==> config.mk <==
export PLATFORM = sky130hd
export DESIGN_NAME = inst_fetch_q
export DESIGN_NICKNAME = d
export VERILOG_FILES = /design/src/rtl/ifetch_pkg.sv /design/src/rtl/ifetch_fifo.sv /design/src/rtl/inst_fetch_q.sv
export SDC_FILE = /design/constraint.sdc
export NUM_CORES = 1
export LEC_CHECK = 0
export ABC_AREA = 1
export BUFFER_PORTS_ARGS = -buffer_cell sky130_fd_sc_hd__buf_4
export CORE_MARGIN = 10
export CORE_UTILIZATION = 40
export CTS_CLUSTER_DIAMETER = 40
export DETAILED_ROUTE_END_ITERATION = 8
export PLACE_DENSITY_LB_ADDON = 0.2
export SLEW_MARGIN = 20
export SYNTH_ARGS = -nofsm -noshare
export SYNTH_HDL_FRONTEND = slang
export SYNTH_SLANG_ARGS = --single-unit
==> constraint.sdc <==
create_clock -name CLK -period 7 [get_ports CLK]
set_clock_uncertainty 0.15 [all_clocks]
set_input_delay 0.7 -clock CLK [delete_from_list [all_inputs] [get_ports CLK]]
set_output_delay 0.7 -clock CLK [all_outputs]
set_load 0.05 [all_outputs]
==> src/rtl/ifetch_pkg.sv <==
// ifetch_pkg: shared state encoding and width/alignment helpers for inst_fetch_q.
package ifetch_pkg;

   localparam int unsigned ESTADO_W = 2;

   typedef enum logic [ESTADO_W-1:0] {
      S_IDLE  = 2'd0,
      S_RUN   = 2'd1,
      S_DRAIN = 2'd2,
      S_FAULT = 2'd3
   } ifetch_state_t;

   function automatic int unsigned inc_bytes(input int unsigned inst_w);
      return inst_w / 8;
   endfunction

   // Low PC bits that must be zero for an instruction-aligned address.
   function automatic int unsigned align_mask(input int unsigned inst_w);
      return (inst_w / 8) - 1;
   endfunction

   function automatic int unsigned cnt_w(input int unsigned depth);
      return $clog2(depth) + 1;
   endfunction

endpackage

==> src/rtl/ifetch_fifo.sv <==
// ifetch_fifo: synchronous first-word-fall-through FIFO for fetched {instruction, next-PC} pairs.
// Flush has priority over push; the head word is read straight from storage.
module ifetch_fifo
   import ifetch_pkg::*;
#(
   parameter int unsigned       WIDTH      = 48,
   parameter int unsigned       DEPTH      = 4,
   parameter logic [WIDTH-1:0]  RESET_WORD = '0
) (
   input  logic                      clk,
   input  logic                      rst,
   input  logic                      push,
   input  logic                      pop,
   input  logic                      flush,
   input  logic [WIDTH-1:0]          din,
   output logic [WIDTH-1:0]          dout,
   output logic [cnt_w(DEPTH)-1:0]   count,
   output logic                      full,
   output logic                      empty
);

   localparam int unsigned PTR_W = $clog2(DEPTH);
   localparam int unsigned CNT_W = cnt_w(DEPTH);

   logic [WIDTH-1:0] mem [DEPTH];
   logic [PTR_W-1:0] rd_ptr;
   logic [PTR_W-1:0] wr_ptr;
   logic             do_push;
   logic             do_pop;

   assign empty   = (count == '0);
   assign full    = (count == CNT_W'(DEPTH));
   assign do_pop  = pop && !empty;
   assign do_push = push && (!full || do_pop);
   assign dout    = mem[rd_ptr];

   always_ff @(posedge clk or posedge rst) begin
      if (rst) begin
         rd_ptr <= '0;
         wr_ptr <= '0;
         count  <= '0;
         for (int unsigned i = 0; i < DEPTH; i++) begin
            mem[PTR_W'(i)] <= RESET_WORD;
         end
      end else if (flush) begin
         rd_ptr <= '0;
         wr_ptr <= '0;
         count  <= '0;
      end else begin
         if (do_push) begin
            mem[wr_ptr] <= din;
            wr_ptr      <= wr_ptr + PTR_W'(1);
         end
         if (do_pop) begin
            rd_ptr <= rd_ptr + PTR_W'(1);
         end
         count <= count + CNT_W'(do_push) - CNT_W'(do_pop);
      end
   end

endmodule

==> src/rtl/inst_fetch_q.sv <==
// inst_fetch_q: sequential instruction fetch with a prefetch queue and branch redirect/drain handling.
// Define IFETCH_ALIGN_CHECK_EN to trap misaligned redirect targets into the FAULT state.
module inst_fetch_q
   import ifetch_pkg::*;
#(
   parameter int unsigned        ADDR_W   = 16,
   parameter int unsigned        INST_W   = 32,
   parameter int unsigned        DEPTH    = 4,
   parameter logic [ADDR_W-1:0]  RESET_PC = '0
) (
   input  logic                 CLK,
   input  logic                 RST,
   output logic                 MEM_REQ,
   output logic [ADDR_W-1:0]    MEM_ADDR,
   input  logic                 MEM_ACK,
   input  logic [INST_W-1:0]    MEM_OUT,
   input  logic                 COND,
   input  logic [ADDR_W-1:0]    ULA,
   output logic [INST_W-1:0]    IR,
   output logic [ADDR_W-1:0]    NPC,
   output logic                 IR_VALID,
   input  logic                 IR_READY,
   output logic [ESTADO_W-1:0]  ESTADO,
   output logic                 FAULT
);

   localparam int unsigned       CNT_W   = cnt_w(DEPTH);
   localparam int unsigned       ENT_W   = INST_W + ADDR_W;
   localparam logic [ADDR_W-1:0] INC_A   = ADDR_W'(inc_bytes(INST_W));
   localparam logic [ADDR_W-1:0] AL_MASK = ADDR_W'(align_mask(INST_W));

   ifetch_state_t     state, state_n;
   logic [ADDR_W-1:0] fetch_pc, pc_n, mem_addr_n, target;
   logic              mem_req_n, push, pop, flush, xfer, stalled, trap;
   logic              fault_pend, fault_pend_n;
   logic [CNT_W-1:0]  count, count_n;
   logic              fifo_full, fifo_empty;
   logic [ENT_W-1:0]  head;

   assign target = ULA & ~AL_MASK;

`ifdef IFETCH_ALIGN_CHECK_EN
   assign trap  = COND && ((ULA & AL_MASK) != '0);
   assign FAULT = (state == S_FAULT);
`else
   assign trap  = 1'b0;
   assign FAULT = 1'b0;
`endif

   assign IR_VALID = !fifo_empty;
   assign pop      = IR_VALID && IR_READY;
   assign IR       = head[ENT_W-1 -: INST_W];
   assign NPC      = head[ADDR_W-1:0];
   assign ESTADO   = state;

   ifetch_fifo #(
      .WIDTH      (ENT_W),
      .DEPTH      (DEPTH),
      .RESET_WORD ({{INST_W{1'b0}}, RESET_PC})
   ) u_fifo (
      .clk   (CLK),
      .rst   (RST),
      .push  (push),
      .pop   (pop),
      .flush (flush),
      .din   ({MEM_OUT, fetch_pc + INC_A}),
      .dout  (head),
      .count (count),
      .full  (fifo_full),
      .empty (fifo_empty)
   );

   always_comb begin
      state_n      = state;
      pc_n         = fetch_pc;
      push         = 1'b0;
      flush        = 1'b0;
      fault_pend_n = fault_pend;
      xfer         = MEM_REQ && MEM_ACK;
      stalled      = MEM_REQ && !MEM_ACK;

      case (state)
         S_IDLE: begin
            if (COND) pc_n = target;
            state_n = trap ? S_FAULT : S_RUN;
         end
         S_RUN: begin
            if (COND) begin
               flush = 1'b1;
               pc_n  = target;
               // An unacked request must still complete before new addresses go out.
               if (stalled) begin
                  state_n      = S_DRAIN;
                  fault_pend_n = trap;
               end else if (trap) begin
                  state_n = S_FAULT;
               end
            end else if (xfer) begin
               push = !fifo_full;
               pc_n = fetch_pc + INC_A;
            end
         end
         S_DRAIN: begin
            flush = COND;
            if (COND) pc_n = target;
            if (trap) fault_pend_n = 1'b1;
            if (MEM_ACK) begin
               state_n      = (fault_pend || trap) ? S_FAULT : S_RUN;
               fault_pend_n = 1'b0;
            end
         end
         S_FAULT: begin
            state_n = S_FAULT;
         end
         default: begin
            state_n = S_IDLE;
         end
      endcase

      count_n = count;
      if (flush) begin
         count_n = '0;
      end else begin
         count_n = count + CNT_W'(push) - CNT_W'(pop);
      end

      // Request/address are registered so they stay stable until the ack.
      mem_req_n  = 1'b0;
      mem_addr_n = pc_n;
      case (state_n)
         S_RUN:   mem_req_n = (count_n < CNT_W'(DEPTH));
         S_DRAIN: begin
            mem_req_n  = 1'b1;
            mem_addr_n = MEM_ADDR;
         end
         default: mem_req_n = 1'b0;
      endcase
   end

   always_ff @(posedge CLK or posedge RST) begin
      if (RST) begin
         state      <= S_IDLE;
         fetch_pc   <= RESET_PC;
         MEM_REQ    <= 1'b0;
         MEM_ADDR   <= RESET_PC;
         fault_pend <= 1'b0;
      end else begin
         state      <= state_n;
         fetch_pc   <= pc_n;
         MEM_REQ    <= mem_req_n;
         MEM_ADDR   <= mem_addr_n;
         fault_pend <= fault_pend_n;
      end
   end

endmodule

==> qor.csv <==
metric,value,unit
totalWireLength,30100,um
grt_overflow,0,
vias_per_cell,5.07,
max_freq,0.260,GHz
synthAdderAreaFrac,1.55,%
antenna_found_initial,0,
outcome,completed,
hold_buffers,0,
post_cts_buffers,0,
place_congestion,0.856,
drc,0,
min_period_over_period,55.0,%
cts_buffers,39,
finalSetupTns,0,ps
hold_viol,0,
drv_cap,0,
initial_core_util,40.7,%
die_w,186,um
nNetsFinal,1547,
gr-usage-all-layers,17.7,%
p_sw,3030,uW
ys_seq_area_share,53.3,%
ys_seq_elements,234,
postRouteAntennaNets,0,
io_buffers,118,
synth_cells,1392,
peakVddDrop,0.272,mV
power_frac_comb,43.3,%
insertion_delay,510,ps
yosys_warnings,0,
crit_top_cell,buf_4,
dr.first_iter.drc_count,746,
synth_top_family_by_area,simple AND/OR/NAND/NOR gates,
synth_xor_area_share,0.774,%
cts.repair.resized,0,
num_io_pins,122,
critPathMaxFanout,42,
grt_max_degree,154,
die-area,34500,um^2
clk_pin_slew_worst_paths,50,ps
p_int,3870,uW
rsz0062_at_grt,false,
cts_tree,done,
hpwl,17700,um
setup.worst_path.end_class,output port,
slowest_delay,650,ps
synth_fp_nets,1458,
synth_cell_types,35,
drive_gt1_share,14.6,%
slew_violations,0,
clock_tree.root_cell,clkbuf_16,
cts.sinks,234,
area_growth,21.7,%
leakagePower,0.00695,uW
critical_path_class,reg -> out,
diodes,0,
coreArea,27000,um^2
cp_slowest_cell,inv_2,
die_h,186,um
vias,9384,
grt_pass1_wl,49600,um
cts_max_path_buffers,3,
final_cell_count_no_fill,1851,
htree_levels,2,
setup_viol,0,
slew_headroom,40.2,%
cp_data_required_time,6150,ps
syn_avg_cell_area,7.90,um^2
worstSetupStartpointType,register,
synth_area,11000,um^2
synthMuxAreaShare,0,%
row_count,60,
switching_share,43.9,%
fin_crit,3850,ps
synth-compound-area-share,13.0,%
worst_pin_slew,897,ps
p_seq_share,27.6,%
p_per_area,515,nW/um^2
hp-class,in -> async,
crit_chain,buf_4 -> inv_2 -> buf_4 -> o21ai_0 -> o21ai_0 -> buf_4,
pwr-share-clk,29.0,%
critPathArrivalTime,3000,ps
wl_per_cell,16.3,um
dp.cells,1781,
dr.pass1.iters,5,
grt_pass1_vias,9491,
synth-simple-area-share,25.5,%
-- synthesized netlist by cell type, drive strengths merged --
master  count  share of area [%]
ha         12                1.4
fa          1               0.18
o31ai       1              0.068
conb        1              0.034
nor3        2               0.19
nand3      23                1.1
clkbuf     47                1.6
a21oi      27                1.2
a22o        1              0.080
nand2     554                 19
nor2      120                4.3
o21ai     217                9.9
nand4      10               0.63
dfrtp     234                 53
buf        29                1.7
clkinv      3               0.16
o22ai      29                1.7
a31oi       2               0.11
inv        71                2.4
xor2        8               0.77
-- critical path: cells and delay by family, from the launching register on --
kind                   cells  cell delay, ps
buffers and inverters      4            1620
AO/OA/AOI/OAI              2             500
flip-flops                 1             350
-- kinds of logic after synthesis --
logic type,Yosys count
compound gates,277
simple gates,709
flops,234
buf+inv,150
other cells,1
xor+xnor,8
fa+ha+maj,13
-- power groups by stage --
| stage | registers (uW) | logic, uW | clock network, uW |
|---|---|---|---|
| 3_3_place_gp | 1920 | 3000 | 0 |
| 6_report | 1910 | 2990 | 2000 |
| 3_5_place_dp | 1920 | 3020 | 0 |
| 4_1_cts | 1900 | 3030 | 2040 |
| 2_1_floorplan | 2030 | 2000 | 0 |
| 5_1_grt | 1950 | 3280 | 2110 |
-- placed cells by master, fill, tap and decap left out, types with 21 or more instances in the layout --
master and instances:
a21oi_1 27, buf_4 123, clkbuf_16 41, dfrtp_1 233, inv_1 60, nand2_1 549
nand3_1 21, nor2_1 115, o21ai_0 133, o21ai_1 84, o22ai_1 29
-- layout make-up --
class                      instances  area [um^2]
sequential                       234         5860
tap                              341          427
fill                            2654        13600
timing repair buffer             124          943
clock buffer                      50         1110
multi-input combinational       1008         4490
inverter                          74          288
clock inverter                    20          270
-- sequential cells by signal, summed over array words and instances, names as in the netlist --
register	cells
ESTADO	2
MEM_REQ	1
u_fifo.mem	192
u_fifo.count	3
fetch_pc	16
u_fifo.wr_ptr	2
MEM_ADDR	16
u_fifo.rd_ptr	2
-- path summary, 6_finish.rpt --
check,end,start,depth (start not counted),slack (ps)
max in group asynchronous,u_fifo.mem[39],RST,3,5220
max reg2reg,u_fifo.mem[191],ESTADO[1],10,3670
min in group CLK,u_fifo.mem[36],MEM_OUT[20],3,270
min,MEM_ADDR[0],RST,2,200
min reg2reg,u_fifo.mem[16],u_fifo.mem[16],2,320
max,NPC[8],u_fifo.rd_ptr[1],6,3150
-- stage by stage --
step                      setup slack (ps)  utilization [%]  cell area (um^2)  total power [uW]  hold WS [ps]
after CTS                             3070             49.5             13400              6980           226
after floorplan                       3090                -             11000              4030           294
after global routing                  2920             49.5             13400              7340           265
after detailed placement              3590             44.4             12000              4940           309
after global placement                3630             44.4             12000              4920           306
final                                 3150             49.5             13400              6890           203
-- layer usage --
layer	up-vias	global-route usage, %	wire length, um
met2	229	29.3	14100
li1	4633	-	-
met1	4471	22.8	13500
met3	51	3.37	1620
met5	-	0	0
met4	0	6.16	858
Note: power is estimated with default switching activity, not from simulation.
